File: config.mk
export PLATFORM = sky130hd
export DESIGN_NAME = freq_meter
export DESIGN_NICKNAME = d
export VERILOG_FILES = /design/src/rtl/freq_meter_pkg.sv /design/src/rtl/sync_edge_det.sv /design/src/rtl/freq_meter.sv
export SDC_FILE = /design/constraint.sdc
export NUM_CORES = 1
export LEC_CHECK = 0
export CORE_ASPECT_RATIO = 1.4
export CORE_MARGIN = 3
export CORE_UTILIZATION = 58
export CTS_CLUSTER_SIZE = 12
export DETAILED_ROUTE_END_ITERATION = 8
export PLACE_DENSITY = 0.8
export SLEW_MARGIN = 10
export SYNTH_ARGS = -nofsm -noshare
export SYNTH_HDL_FRONTEND = slang
export SYNTH_SLANG_ARGS = --single-unit
File: constraint.sdc
create_clock -name clk_in -period 2.75 [get_ports clk_in]
set_clock_uncertainty 0.1 [all_clocks]
set_input_delay 0.55 -clock clk_in [delete_from_list [all_inputs] [get_ports clk_in]]
set_output_delay 0.55 -clock clk_in [all_outputs]
set_load 0.05 [all_outputs]
File: src/rtl/freq_meter_pkg.sv
// Shared types and constants for the frequency meter.
package freq_meter_pkg;

    typedef enum logic [1:0] {IDLE, GATE, DONE} fm_state_t;

    localparam int SYNC_STAGES = 2;

endpackage

File: src/rtl/sync_edge_det.sv
// Brings an asynchronous input into clk_in through a flop chain and flags its rising edges.
module sync_edge_det
    import freq_meter_pkg::*;
(
    input  logic clk_in,
    input  logic reset,
    input  logic d,
    output logic rise
);

    // Bits [SYNC_STAGES-1:0] are the synchronizer; the top bit is the edge-history flop.
    logic [SYNC_STAGES:0] chain_reg;

    always_ff @(posedge clk_in) begin
        if (reset) begin
            chain_reg <= '0;
        end else begin
            chain_reg <= {chain_reg[SYNC_STAGES-1:0], d};
        end
    end

    assign rise = chain_reg[SYNC_STAGES-1] & ~chain_reg[SYNC_STAGES];

endmodule

File: src/rtl/freq_meter.sv
// Counts sig_in rising edges over a GATE_CYCLES window of clk_in and reports the count.
// Define FREQ_METER_AUTO_EN for continuous back-to-back windows after the first start.
module freq_meter
    import freq_meter_pkg::*;
#(
    parameter int FREC_IN     = 100000000,
    parameter int GATE_CYCLES = FREC_IN,
    parameter int CNT_WIDTH   = 32
) (
    input  logic                 clk_in,
    input  logic                 reset,
    input  logic                 sig_in,
    input  logic                 start,
    output logic                 busy,
    output logic                 valid,
    output logic [CNT_WIDTH-1:0] freq_out,
    output logic                 overflow
);

    localparam int GW = (GATE_CYCLES > 1) ? $clog2(GATE_CYCLES) : 1;
    localparam logic [GW-1:0] GATE_LAST = GW'(GATE_CYCLES - 1);
    localparam logic [CNT_WIDTH-1:0] CNT_MAX = {CNT_WIDTH{1'b1}};

    fm_state_t            state_reg, state_next;
    logic [GW-1:0]        gate_cnt_reg, gate_cnt_next;
    logic [CNT_WIDTH-1:0] edge_cnt_reg, edge_cnt_next;
    logic                 sat_reg, sat_next;
    logic [CNT_WIDTH-1:0] freq_out_reg, freq_out_next;
    logic                 overflow_reg, overflow_next;
    logic                 valid_reg, valid_next;
    logic                 rise;
    logic [CNT_WIDTH-1:0] edge_cnt_inc;
    logic                 sat_inc;

    sync_edge_det u_sync (
        .clk_in (clk_in),
        .reset  (reset),
        .d      (sig_in),
        .rise   (rise)
    );

    // Saturating edge count including this cycle's rise.
    assign edge_cnt_inc = (rise && edge_cnt_reg != CNT_MAX) ? edge_cnt_reg + 1'b1 : edge_cnt_reg;
    assign sat_inc      = sat_reg | (rise && edge_cnt_reg == CNT_MAX);

    always_ff @(posedge clk_in) begin
        if (reset) begin
            state_reg    <= IDLE;
            gate_cnt_reg <= '0;
            edge_cnt_reg <= '0;
            sat_reg      <= 1'b0;
            freq_out_reg <= '0;
            overflow_reg <= 1'b0;
            valid_reg    <= 1'b0;
        end else begin
            state_reg    <= state_next;
            gate_cnt_reg <= gate_cnt_next;
            edge_cnt_reg <= edge_cnt_next;
            sat_reg      <= sat_next;
            freq_out_reg <= freq_out_next;
            overflow_reg <= overflow_next;
            valid_reg    <= valid_next;
        end
    end

    always_comb begin
        state_next    = state_reg;
        gate_cnt_next = gate_cnt_reg;
        edge_cnt_next = edge_cnt_reg;
        sat_next      = sat_reg;
        freq_out_next = freq_out_reg;
        overflow_next = overflow_reg;
        valid_next    = 1'b0;
        case (state_reg)
            IDLE: begin
                if (start) begin
                    gate_cnt_next = '0;
                    edge_cnt_next = '0;
                    sat_next      = 1'b0;
                    state_next    = GATE;
                end
            end
            GATE: begin
                gate_cnt_next = gate_cnt_reg + 1'b1;
                edge_cnt_next = edge_cnt_inc;
                sat_next      = sat_inc;
                // Result is loaded on entry to DONE so it is visible alongside valid.
                if (gate_cnt_reg == GATE_LAST) begin
                    state_next    = DONE;
                    freq_out_next = edge_cnt_inc;
                    overflow_next = sat_inc;
                    valid_next    = 1'b1;
                end
            end
            DONE: begin
`ifdef FREQ_METER_AUTO_EN
                gate_cnt_next = '0;
                edge_cnt_next = '0;
                sat_next      = 1'b0;
                state_next    = GATE;
`else
                state_next    = IDLE;
`endif
            end
            default: state_next = IDLE;
        endcase
    end

    assign busy     = (state_reg != IDLE);
    assign valid    = valid_reg;
    assign freq_out = freq_out_reg;
    assign overflow = overflow_reg;

endmodule
Yosys cells after proc, flatten, opt, wreduce, memory -nomap -nowiden
Cells that the tools add are included.
{"block": "classes", "addsub": 2, "multipliers": 0, "n_div": 0, "magnitude_cmp": 0, "n_eq_ne": 6, "n_shift": 0, "muxes": 11, "n_bitwise": 4, "reduce_logical": 9}
{"cell": "$mux 32", "count": 2}
{"cell": "$pmux 32 s2", "count": 1}
{"cell": "$pmux 27 s2", "count": 1}
{"cell": "$add 32x1->32 const B", "count": 1}
{"cell": "$eq 32x32->1 const B", "count": 1}
{"cell": "$ne 32x32->1 const B", "count": 1}
{"cell": "$add 27x1->27 const B", "count": 1}
{"cell": "$eq 27x27->1 const B", "count": 1}
{"cell": "$mux 27", "count": 1}
{"cell": "$reduce_and 2->1", "count": 3}
{"cell": "$mux 2", "count": 2}
{"cell": "$ne 2x2->1 const B", "count": 2}
{"cell": "$pmux 2 s2", "count": 1}
{"cell": "$reduce_bool 2->1", "count": 2}
{"cell": "$eq 2x1->1 const B", "count": 1}
{"cell": "$logic_and 1x1->1", "count": 2}
{"cell": "$logic_not 2->1", "count": 1}
{"cell": "$mux 1", "count": 2}
{"cell": "$not 1->1", "count": 2}
{"cell": "$pmux 1 s2", "count": 1}
{"cell": "$reduce_or 2->1", "count": 1}
{"cell": "$and 1x1->1", "count": 1}
{"cell": "$or 1x1->1", "count": 1}
{"block": "word_totals", "regBits": 99, "latch_bits": 0, "ramBits": 0, "mem_bits_ro": 0, "inputBits": 4, "out_inout_bits": 35, "word_cells": 40, "memories": 0}

Longest topological paths before layout
Gate-level depths: netlist (run 1).
{"block": "logic_depth", "depth_word": 5, "ltp_mapped": 10, "ltp_nobuf": 7}

Modules after synthesis
From an unflattened synthesis (run 1), not the netlist that was laid out.
{"block": "unflattened", "cells_unflattened": 602, "hier_area_um2": 4887.2}
{"mod": "freq_meter", "n_inst": 1, "cells_per_inst": 595, "area_per_inst_um2": 4799.6, "seq_area_each_um2": 1921.8}
{"mod": "sync_edge_det", "n_inst": 1, "cells_per_inst": 7, "area_per_inst_um2": 87.6, "seq_area_each_um2": 60.1}

Worst setup path after synthesis (run 1)
No wires, ideal clock.
{"block": "synth_path", "path_kind": "reg2reg", "from": "reg edge_cnt_reg[0]", "to": "reg freq_out_reg[28] (netlist: freq_out[28])", "setup_time_ns": 0.086, "arrival_time_ns": 2.147, "required_time_ns": 2.564, "path_slack_ns": 0.418, "path_stages_with_launch": 9, "n_path_buf": 1, "period_less_slack_ns": 2.332, "cell_sequence": "dfxtp_1 > ha_1 > and4_1 > and2_1 > buf_2 > nand2_1 > or4_1 > xnor2_1 > a211oi_1"}
{"block": "synth_between", "elab_chain_cells": 3, "elab_cells_between_ends": 4, "cone_classes": "add/sub: 1; eq/ne: 1; mux: 1; reduce/logical: 1"}
{"item": "start, declared", "line_no": "freq_meter.sv:26", "rtl": "logic [CNT_WIDTH-1:0] edge_cnt_reg, edge_cnt_next;"}
{"item": "start signal, assigned", "line_no": "freq_meter.sv:58", "rtl": "edge_cnt_reg <= edge_cnt_next;"}
{"item": "branches (longest 2 deep; another with $add 32x1->32)"}
{"item": "$mux 32 (*)", "line_no": "freq_meter.sv:43", "rtl": "assign edge_cnt_inc = (rise && edge_cnt_reg != CNT_MAX) ? edge_cnt_reg + 1'b1 : edge_cnt_reg;"}
{"item": "end signal, assigned", "line_no": "freq_meter.sv:60", "rtl": "freq_out_reg <= freq_out_next;"}
{"item": "end, declared", "line_no": "freq_meter.sv:28", "rtl": "logic [CNT_WIDTH-1:0] freq_out_reg, freq_out_next;"}
Mark *: on every way between the ends.
A chain may end at the register's enable or synchronous reset.

Worst setup path after layout (run 1)
Same ends and word-level chain as after synthesis.

==> flow_metrics.py, run 1 <==
metrics = {
    "critical_path": {
        "required_ns": 2.94,
        "worst-r2r-setup-slack_ns": 0.23,
        "worst_r2r_endpoint": "freq_out[28]",
        "start_kind": "flip-flop",
        "worst-r2r-cell-count": 7,
        "critical_path_peak_fanout": 8,
        "cp.arrival_ns": 2.71,
        "crit-reg2reg-launch": "edge_cnt_reg[0]",
        "worst_setup_path_end_kind": "flip-flop",
        "timing.setup.critical_path_class": "flip-flop to flip-flop",
    },
    "grt": {
        "grt_use_total": 0.249,
        "antenna_found_initial": 0,
        "grt_pass1_vias": 4294,
        "grt_max_degree": 69,
        "globalRouteOverflowTotal": 0,
        "grt_first_pass_wirelength_mm": 19.3,
    },
    "drt": {
        "detail_route.wl_per_cell_um": 16.0,
        "vias": 4534,
        "first_pass_iters": 5,
        "ant_nets": 0,
        "drcViolationCount": 0,
        "totalWireLength_mm": 11.7,
        "dr.first_iter.drc_count": 353,
        "route.detailed.vias_per_inst": 6.19,
    },
    "power_and_ir_drop": {
        "power-per-cell-area_nw_per_um2": 431,
        "worst_ir_drop_vdd_mv": 0.322,
        "p_leak_nw": 1.75,
    },
    "min_path": {
        "hold_crit_endpoint": "u_sync.chain_reg[1]",
        "min_path_type": "flip-flop to flip-flop",
        "holdPathStages": 1,
        "worstHoldStart": "u_sync.chain_reg[0]",
    },
    "yosys": {
        "synthesis.area_um2": 4830,
        "ys_seq_elements": 99,
        "yosys_warnings": 0,
        "number_of_flops_mapped_to_enable_cells_by_yosys": 0,
        "post_synthesis_compound_gate_area_fraction": 0.205,
        "synth_cells": 591,
        "synth_simple_gate_area_share": 0.269,
        "seq_area_frac_synth": 0.411,
        "yosys_most_used_dff": "sky130_fd_sc_hd__dfxtp_1",
        "post_synthesis_cell_type_count": 52,
        "synthAdderAreaFrac": 0.00519,
        "synthXorXnorAreaFrac": 0.0563,
        "combinational_family_with_the_most_area_after_synthesis": "simple AND/OR/NAND/NOR gates",
        "yosys-mux-area-fraction": 0.0135,
        "synth_fp_nets": 597,
        "synth-async-reset-ratio": 0,
        "post_synth.cell_area_avg_um2": 8.17,
    },
    "sta": {
        "timing.setup.tns_ns": 0,
        "final_hold_viol_count": 0,
        "rsz0062_at_grt": "no",
        "hold_ws_ns": 0.352,
        "slew_margin_rel": 0.569,
        "setup_viol": 0,
        "clock.fmax_ghz": 0.396,
        "worst_slew_pin_slew_ns": 0.640,
        "slew_violations": 0,
        "final.min_clock_period_ns": 2.52,
        "finalCritPeriodShare": 0.917,
    },
    "placement": {
        "finalWeightedCongestion": 0.902,
        "dp_hpwl_mm": 8.35,
        "port-buffer-count": 38,
    },
    "floorplanning": {
        "die_y_um": 114,
        "rows": 38,
        "design.core.area_um2": 7940,
        "die_x_um": 83.1,
        "ports": 39,
        "initial_utilization": 0.608,
        "dieArea_um2": 9470,
    },
    "clock_tree": {
        "max-clock-path-buffers": 2,
        "post_cts_buffers": 0,
        "cts-buffers-inserted": 9,
        "cts.sinks": 99,
        "cts_tree": "yes",
        "clkTransAtPathRegs_ns": 0.09,
        "ctsRootBufferMaster": "sky130_fd_sc_hd__clkbuf_8",
        "cts-htree-levels": 3,
        "postCtsHoldBufs": 0,
        "clk_latency_ns": 0.37,
        "post_cts_resize_count": 0,
    },
    "layout": {
        "number_of_antenna_repair_diodes": 0,
        "drive_gt1_frac": 0.0918,
        "area_growth_syn_to_layout_pct": 14.6,
        "final_nets": 635,
    },
    "outcome": {
        "run_status": "finished clean",
    },
    "run": {
        "max_cap_viol_count": 0,
    },
}
==> synthesized netlist by cell type, drive strengths merged, types with 7 or more instances <==
| library cell | n | area [um2] |
|---|---|---|
| nand2 | 60 | 225 |
| nor2 | 82 | 313 |
| o21ai | 15 | 75.1 |
| o211ai | 10 | 75.1 |
| nand4 | 16 | 113 |
| buf | 13 | 70.1 |
| clkbuf | 25 | 93.8 |
| a211oi | 32 | 240 |
| dfxtp | 99 | 1980 |
| and3 | 12 | 75.1 |
| nor4 | 11 | 81.3 |
| and2 | 7 | 43.8 |
| xor2 | 8 | 70.1 |
| inv | 9 | 33.8 |
| or3 | 8 | 50.1 |
| xnor2 | 23 | 201 |
| a21oi | 26 | 130 |
| nand2b | 7 | 43.8 |
| o21a | 8 | 60.1 |
| a31oi | 23 | 144 |
| nand3 | 24 | 120 |
| nor3 | 14 | 70.1 |
==> logic make-up after synthesis <==
family | after synthesis
simple gates | 263
compound gates | 143
flops | 99
buf+inv | 47
xor+xnor | 31
mux | 6
fa+ha+maj | 2
==> layout make-up <==
| class | instances | area (um2) |
|---|---|---|
| clock buffer | 10 | 128 |
| clock inverter | 4 | 20.0 |
| fill | 655 | 2410 |
| inverter | 9 | 33.8 |
| multi-input combinational | 445 | 2650 |
| sequential | 99 | 1980 |
| tap | 100 | 125 |
| timing repair buffer | 65 | 591 |
==> layout by cell type (no fill, tap or decap), types with 5 or more instances in the layout <==
master / n
sky130_fd_sc_hd__nand2_1: 60
sky130_fd_sc_hd__o21a_1: 8
sky130_fd_sc_hd__nand3_1: 24
sky130_fd_sc_hd__o21ai_0: 14
sky130_fd_sc_hd__and3_1: 11
sky130_fd_sc_hd__o31a_1: 5
sky130_fd_sc_hd__a21oi_1: 26
sky130_fd_sc_hd__and2_1: 7
sky130_fd_sc_hd__a211oi_1: 32
sky130_fd_sc_hd__nand4_1: 14
sky130_fd_sc_hd__a31oi_1: 23
sky130_fd_sc_hd__clkdlybuf4s50_1: 37
sky130_fd_sc_hd__nor2b_1: 6
sky130_fd_sc_hd__o211ai_1: 10
sky130_fd_sc_hd__nand2b_1: 7
sky130_fd_sc_hd__buf_4: 26
sky130_fd_sc_hd__inv_1: 9
sky130_fd_sc_hd__nor3_1: 14
sky130_fd_sc_hd__or4_1: 6
sky130_fd_sc_hd__xor2_1: 8
sky130_fd_sc_hd__xnor2_1: 23
sky130_fd_sc_hd__nor4_1: 9
sky130_fd_sc_hd__clkbuf_8: 9
sky130_fd_sc_hd__nor2_1: 79
sky130_fd_sc_hd__dfxtp_1: 99
sky130_fd_sc_hd__or3_1: 8
==> how the worst max path moves through the flow <==
stage | cells after the start | slack (ns) | endpoint | from
2_1_floorplan | 8 | 0.42 | freq_out[28] | edge_cnt_reg[0]
3_3_place_gp | 8 | 0.37 | edge_cnt_reg[6] | start
3_5_place_dp | 7 | 0.27 | freq_out[8] | edge_cnt_reg[19]
4_1_cts | 7 | 0.26 | freq_out[8] | edge_cnt_reg[19]
5_1_grt | 8 | 0.06 | edge_cnt_reg[26] | edge_cnt_reg[0]
6_report | 7 | 0.23 | freq_out[28] | edge_cnt_reg[0]
==> per-stage QoR <==
| stage | instance area [um2] | total power [mW] | setup slack [ns] | utilization | std cells |
|---|---|---|---|---|---|
| 2_1_floorplan | 4830 | 1.57 | 0.418 | - | 591 |
| 3_3_place_gp | 5380 | 1.61 | 0.375 | 0.678 | 718 |
| 3_5_place_dp | 5380 | 1.62 | 0.270 | 0.678 | 718 |
| 4_1_cts | 5530 | 2.40 | 0.255 | 0.696 | 732 |
| 5_1_grt | 5530 | 2.46 | 0.0563 | 0.696 | 732 |
| 6_report | 5530 | 2.38 | 0.227 | 0.696 | 732 |
==> metal layers <==
layer / GRT usage / share of wire
met5: 0 / 0
met4: 0.141 / 0.025
met3: 0.0434 / 0.050
met2: 0.449 / 0.52
met1: 0.274 / 0.40
==> where the power goes <==
group	switching [mW]	internal [mW]
Sequential	0.00544	1.44
Combinational	0.0997	0.0410
Clock	0.484	0.313
Total	0.589	1.79
==> worst max-delay path, cell delays in order, from the launching register on <==
cell and delay (ns):
sky130_fd_sc_hd__dfxtp_1 0.42, sky130_fd_sc_hd__ha_1 0.24, sky130_fd_sc_hd__and4_1 0.28, sky130_fd_sc_hd__and2_1 0.33, sky130_fd_sc_hd__nand2_1 0.11, sky130_fd_sc_hd__or4_1 0.59, sky130_fd_sc_hd__xnor2_1 0.16, sky130_fd_sc_hd__a211oi_1 0.22
(Power assumes the default switching activity.)
==> inputs of run 2 (changes only) <==
Settings changed: GPL_TIMING_DRIVEN set to 1.
==> results of run 2 <==
Same layout as run 1: the final DEF is identical, and so are final timing and power.
